===== src/rtl/mux_decoder_if.sv =====
// Bus bundle between the encoder stream, the mux decoder and its downstream consumer.
interface mux_decoder_if #(
  parameter int DEPTH = 4,
  parameter int CNTW  = 8
);
  logic [7:0]               enc_data;
  logic                     enc_datavalid;
  logic [7:0]               dec_data;
  logic                     dec_datavalid;
  logic                     dec_ready;
  logic [$clog2(DEPTH):0]   fifo_level;
  logic [CNTW-1:0]          viol_cnt;
  logic                     ovf;
  logic                     sync_done;

  modport master (
    output enc_data, enc_datavalid, dec_ready,
    input  dec_data, dec_datavalid, fifo_level, viol_cnt, ovf, sync_done
  );

  modport slave (
    input  enc_data, enc_datavalid, dec_ready,
    output dec_data, dec_datavalid, fifo_level, viol_cnt, ovf, sync_done
  );
endinterface


===== src/rtl/mux_decoder.sv =====
// Receive side of the mux encoder pipeline: masks the encoder's start-up garbage,
// checks the zero-when-invalid rule and buffers recovered beats in a small FIFO.
module mux_decoder #(
  parameter int LAT   = 7,
  parameter int DEPTH = 4,
  parameter int CNTW  = 8
) (
  input  logic          clk,
  input  logic          rst_n,
  mux_decoder_if.slave  bus
);

  localparam int PW = (DEPTH > 1) ? $clog2(DEPTH) : 1;
  localparam int LW = $clog2(DEPTH) + 1;
  localparam int CW = (LAT > 1) ? $clog2(LAT) : 1;

  typedef enum logic [0:0] {
    S_FLUSH = 1'b0,
    S_RUN   = 1'b1
  } state_t;

  state_t          r_state;
  state_t          w_state_nxt;
  logic [CW-1:0]   r_cnt;
  logic [CW-1:0]   w_cnt_nxt;
  logic            r_sync_done;

  logic [7:0]      r_mem [DEPTH];
  logic [PW-1:0]   r_wr_ptr;
  logic [PW-1:0]   r_rd_ptr;
  logic [LW-1:0]   r_level;
  logic [CNTW-1:0] r_viol_cnt;
  logic            r_ovf;

  logic            w_run;
  logic            w_full;
  logic            w_empty;
  logic            w_pop;
  logic            w_push;
  logic            w_drop;
  logic            w_viol;

  // Flush window: encoder pipeline contents are unreset for LAT cycles after reset.
  always_comb begin
    w_state_nxt = r_state;
    w_cnt_nxt   = r_cnt;
    case (r_state)
      S_FLUSH: begin
        if (r_cnt == CW'(LAT - 1)) begin
          w_state_nxt = S_RUN;
          w_cnt_nxt   = {CW{1'b0}};
        end else begin
          w_state_nxt = S_FLUSH;
          w_cnt_nxt   = r_cnt + {{(CW-1){1'b0}}, 1'b1};
        end
      end
      S_RUN: begin
        w_state_nxt = S_RUN;
        w_cnt_nxt   = r_cnt;
      end
      default: begin
        w_state_nxt = S_FLUSH;
        w_cnt_nxt   = {CW{1'b0}};
      end
    endcase
  end

  // FIFO control; a full FIFO still accepts a beat when the head leaves in the same cycle.
  always_comb begin
    w_run   = (r_state == S_RUN);
    w_full  = (r_level == LW'(DEPTH));
    w_empty = (r_level == {LW{1'b0}});
    w_pop   = !w_empty && bus.dec_ready;
    w_push  = w_run && bus.enc_datavalid && (!w_full || w_pop);
    w_drop  = w_run && bus.enc_datavalid && w_full && !w_pop;
    w_viol  = w_run && !bus.enc_datavalid && (bus.enc_data != 8'h00);
  end

  // State register and registered sync indication.
  always_ff @(posedge clk) begin
    if (!rst_n) begin
      r_state     <= S_FLUSH;
      r_cnt       <= {CW{1'b0}};
      r_sync_done <= 1'b0;
    end else begin
      r_state     <= w_state_nxt;
      r_cnt       <= w_cnt_nxt;
      r_sync_done <= (w_state_nxt == S_RUN);
    end
  end

  // FIFO storage, pointers, occupancy and status flags.
  always_ff @(posedge clk) begin
    if (!rst_n) begin
      for (int i = 0; i < DEPTH; i++) begin
        r_mem[i] <= 8'h00;
      end
      r_wr_ptr   <= {PW{1'b0}};
      r_rd_ptr   <= {PW{1'b0}};
      r_level    <= {LW{1'b0}};
      r_viol_cnt <= {CNTW{1'b0}};
      r_ovf      <= 1'b0;
    end else begin
      if (w_push) begin
        r_mem[r_wr_ptr] <= bus.enc_data;
        r_wr_ptr        <= r_wr_ptr + {{(PW-1){1'b0}}, 1'b1};
      end
      if (w_pop) begin
        r_rd_ptr <= r_rd_ptr + {{(PW-1){1'b0}}, 1'b1};
      end
      case ({w_push, w_pop})
        2'b10:   r_level <= r_level + {{(LW-1){1'b0}}, 1'b1};
        2'b01:   r_level <= r_level - {{(LW-1){1'b0}}, 1'b1};
        default: r_level <= r_level;
      endcase
      if (w_viol && (r_viol_cnt != {CNTW{1'b1}})) begin
        r_viol_cnt <= r_viol_cnt + {{(CNTW-1){1'b0}}, 1'b1};
      end
      if (w_drop) begin
        r_ovf <= 1'b1;
      end
    end
  end

  assign bus.dec_data      = r_mem[r_rd_ptr];
  assign bus.dec_datavalid = !w_empty;
  assign bus.fifo_level    = r_level;
  assign bus.viol_cnt      = r_viol_cnt;
  assign bus.ovf           = r_ovf;
  assign bus.sync_done     = r_sync_done;

endmodule


===== src/flat_wrapper.sv =====
// flat-port wrapper written by rule: the top's interface ports become plain ports
module mux_decoder_flat 
#(
  parameter int LAT   = 7,
  parameter int DEPTH = 4,
  parameter int CNTW  = 8
)
  (clk, rst_n, bus_enc_data, bus_enc_datavalid, bus_dec_ready, bus_dec_data, bus_dec_datavalid, bus_fifo_level, bus_viol_cnt, bus_ovf, bus_sync_done);
  mux_decoder_if #(.DEPTH(DEPTH), .CNTW(CNTW)) bus_i ();
  input  logic clk;
  input  logic rst_n;
  input wire logic [$bits(bus_i.enc_data)-1:0] bus_enc_data;
  input wire logic [$bits(bus_i.enc_datavalid)-1:0] bus_enc_datavalid;
  input wire logic [$bits(bus_i.dec_ready)-1:0] bus_dec_ready;
  output wire logic [$bits(bus_i.dec_data)-1:0] bus_dec_data;
  output wire logic [$bits(bus_i.dec_datavalid)-1:0] bus_dec_datavalid;
  output wire logic [$bits(bus_i.fifo_level)-1:0] bus_fifo_level;
  output wire logic [$bits(bus_i.viol_cnt)-1:0] bus_viol_cnt;
  output wire logic [$bits(bus_i.ovf)-1:0] bus_ovf;
  output wire logic [$bits(bus_i.sync_done)-1:0] bus_sync_done;
  assign bus_i.enc_data = bus_enc_data;
  assign bus_i.enc_datavalid = bus_enc_datavalid;
  assign bus_i.dec_ready = bus_dec_ready;
  assign bus_dec_data = bus_i.dec_data;
  assign bus_dec_datavalid = bus_i.dec_datavalid;
  assign bus_fifo_level = bus_i.fifo_level;
  assign bus_viol_cnt = bus_i.viol_cnt;
  assign bus_ovf = bus_i.ovf;
  assign bus_sync_done = bus_i.sync_done;
  mux_decoder #(.LAT(LAT), .DEPTH(DEPTH), .CNTW(CNTW)) u_core (.clk(clk), .rst_n(rst_n), .bus(bus_i));
endmodule

===== config.mk =====
export PLATFORM = sky130hd
export DESIGN_NAME = mux_decoder_flat
export DESIGN_NICKNAME = d
export VERILOG_FILES = /design/src/rtl/mux_decoder_if.sv /design/src/rtl/mux_decoder.sv /design/src/flat_wrapper.sv
export SDC_FILE = /design/constraint.sdc
export NUM_CORES = 1
export LEC_CHECK = 0
export BUFFER_PORTS_ARGS = -buffer_cell sky130_fd_sc_hd__buf_2
export CAP_MARGIN = 15
export CORE_UTILIZATION = 51
export DETAILED_ROUTE_END_ITERATION = 12
export HOLD_SLACK_MARGIN = 0.12
export PLACE_DENSITY = 0.75
export SYNTH_ARGS = -nofsm -noshare
export SYNTH_HDL_FRONTEND = slang
export SYNTH_SLANG_ARGS = --single-unit

===== constraint.sdc =====
create_clock -name clk -period 2.5 [get_ports clk]
set_input_delay 0.5 -clock clk [delete_from_list [all_inputs] [get_ports clk]]
set_output_delay 0.5 -clock clk [all_outputs]
set_load 0.005 [all_outputs]

==> metrics.csv <==
stage,metric,value,unit
run_status,outcome,"finished, violations left",
run_status,violations,design-rule violations,
timing,worstMarginPinSlew,0.542,ns
timing,slew_headroom,0.637,
global_routing,grt_pass1_wl,7420,um
setup_path,crit_fanout,6,
global_routing,antenna_found_initial,0,
timing,setup_viol,0,
synth,synth.avg_cell_area,12.1,um^2
cells_and_area,diodes,0,
timing,max_freq,431,MHz
global_routing,grt_pass1_vias,1572,
drt,wire_per_inst,14.9,um
cells_and_area,final_common_cell,buf_2,
timing,drv_slew,0,
place,placed_area,2670,um^2
timing,hold_viol_final,0,
cells_and_area,drive_gt1_frac,0.249,
synth,ys_seq_area_frac,0.583,
synth,synth_seq_cells,54,
drt,dr.pass1.iters,8,
cts,clk_path_buf_depth,2,
power_and_ir_drop,p_total,0.00152,W
setup_path,required,2.75,ns
setup_path,cp-start-kind,register,
place,finalWeightedCongestion,0.719,
floorplanning,die_area,4990,um^2
cts,cts_resized,0,
setup_path,cp-end-kind,register,
floorplanning,coreArea,4440,um^2
cts,cts_buffers,5,
synth,synthArstFlopShare,0,
timing,tns,0,ns
cts,cts_setup_buffers,0,
timing,fin_crit,2.32,ns
place,dp_hpwl,3010,um
timing,period_share,0.929,
floorplanning,rows,24,
cells_and_area,mostFrequentLayoutCells,"buf_2, and2_1, edfxtp_1, dfxtp_1, nor2_1",
cts,clock_sinks,54,
cts,clock-root-buffer,clkbuf_8,
floorplanning,fp.dieW,70.6,um
drt,antenna_left,0,
timing,rsz0062_at_grt,no,
cells_and_area,nets,255,
setup_path,arrival,2.57,ns
timing,clock_skew,0.00542,ns
cells_and_area,fin_cells,293,
min_path,hold_path_class,reg2reg,
drt,vias,1622,
synth,ys_types,42,
drt,drcViolationCount,6,
cts,h-tree-depth,2,
place,place_inst,285,
cells_and_area,syn2layout_area_growth,14.6,%
drt,via_per_inst,5.54,
setup_path,reg2reg_setup_slack,0.18,ns
drt,drtIter0Drc,131,
run,cap_viol_max_count,0,
cts,cts_tree,done,
synth,synth-edff-count,32,
cts,insertion_delay,0.31,ns
cts,cts_hold_buf,0,
global_routing,grt_overflow,0,
cells_and_area,fin_area,2750,um^2
power_and_ir_drop,p_per_area,553,nW/um^2
floorplanning,pin_count,34,
synth,netlist_area,2400,um^2
setup_path,critical_path_class,reg2reg,
synth,synthFlopType,edfxtp_1,
power_and_ir_drop,vdd_drop_max,0.372,mV
floorplanning,die_y,70.6,um
drt,drt-total-wl,4370,um
global_routing,grt_util_all_layers,0.198,
cts,clk_pin_slew,0.09,ns
place,numPortBuffers,33,
synth,synthesis.instances,198,
global_routing,grt_start_max_net_pins,19,
synth,synth_nets,213,
synth,yosysWarningCount,0,
power_and_ir_drop,leakage,1.04,nW
floorplanning,start_util,0.541,
worst paths after layout:
kind | startpoint | end | cells after the start
worst max-delay path | u_core.bus.fifo_level[0] | u_core.bus.fifo_level[2] | 8
worst max register to register | u_core.bus.fifo_level[0] | u_core.bus.fifo_level[2] | 8
worst min-delay path | u_core.bus.ovf | u_core.bus.ovf | 2
worst min register to register | u_core.bus.ovf | u_core.bus.ovf | 2
logic make-up (layout without fill, tap and decap cells):
logic type | Yosys count | in the layout | synth area share
xor gates and xnor gates | 6 | 6 | 0.0219
adders and majority gates | 3 | 3 | 0.0187
AOI/OAI and AO/OA | 27 | 27 | 0.0724
buffers and inverters | 15 | 58 | 0.0260
and+or+nand+nor | 84 | 84 | 0.198
muxes | 9 | 9 | 0.0792
DFF | 54 | 54 | 0.583
stage by stage:
| stage | hold WS [ns] | utilization | worst slack, ns |
|---|---|---|---|
| global route | 0.526 | 0.619 | 0.0382 |
| floorplan | 0.463 | - | 0.0639 |
| global placement | 0.451 | 0.600 | 0.0581 |
| finish | 0.484 | 0.619 | 0.178 |
| detailed placement | 0.459 | 0.600 | 0.00141 |
| CTS | 0.489 | 0.619 | 0.185 |
where the power goes:
group	internal, W	switching [W]	leakage (nW)	total (W)
combinational	0.0000344	0.0000439	0.490	0.0000783
sequential	0.000962	0.0000107	0.508	0.000972
clock	0.000193	0.000280	0.0432	0.000472
cell usage after synthesis, types with 4 or more instances:
library cell,count,area share
and2_1,32,0.083
nand2b_1,4,0.010
nand3_1,5,0.010
nand2_1,5,0.0078
mux4_2,8,0.075
o21ai_0,6,0.013
a21oi_1,9,0.019
o41ai_1,4,0.015
nor2_1,18,0.028
inv_1,6,0.0094
dfxtp_1,22,0.18
xor2_1,4,0.015
edfxtp_1,32,0.40
area by class of cell:
type	count	area (um^2)
multi-input combinational	129	938
sequential	54	1400
fill	381	1690
tap	52	65.1
clock buffer	5	68.8
timing repair buffer	42	233
clock inverter	3	16.3
inverter	8	30.0
sequential cells by signal, summed over array words and instances (netlist names), named ones only:
name and count:
u_core.r_wr_ptr 2, u_core.bus.ovf 1, u_core.r_rd_ptr 2, u_core.bus.fifo_level 3
u_core.bus.viol_cnt 8, u_core.r_mem 32, u_core.r_cnt 3, u_core.r_state 1
critical path, stage by stage, from the launching register on:
cell and delay [ns]:
dfxtp_1 0.36, or4b_1 0.56, nand3_1 0.13, ha_1 0.18
inv_1 0.05, fa_1 0.37, xor2_1 0.16, or3_1 0.30
a21oi_1 0.14
routing by layer:
metal  global-route usage  part of all wire  vias up
li1                     -                 -      807
met1                0.245              0.43      763
met2                0.346              0.50       45
met3               0.0442             0.048        7
met4               0.0667             0.014        0
met5                    0                 0        -
Note: power is estimated with default switching activity, not from simulation.
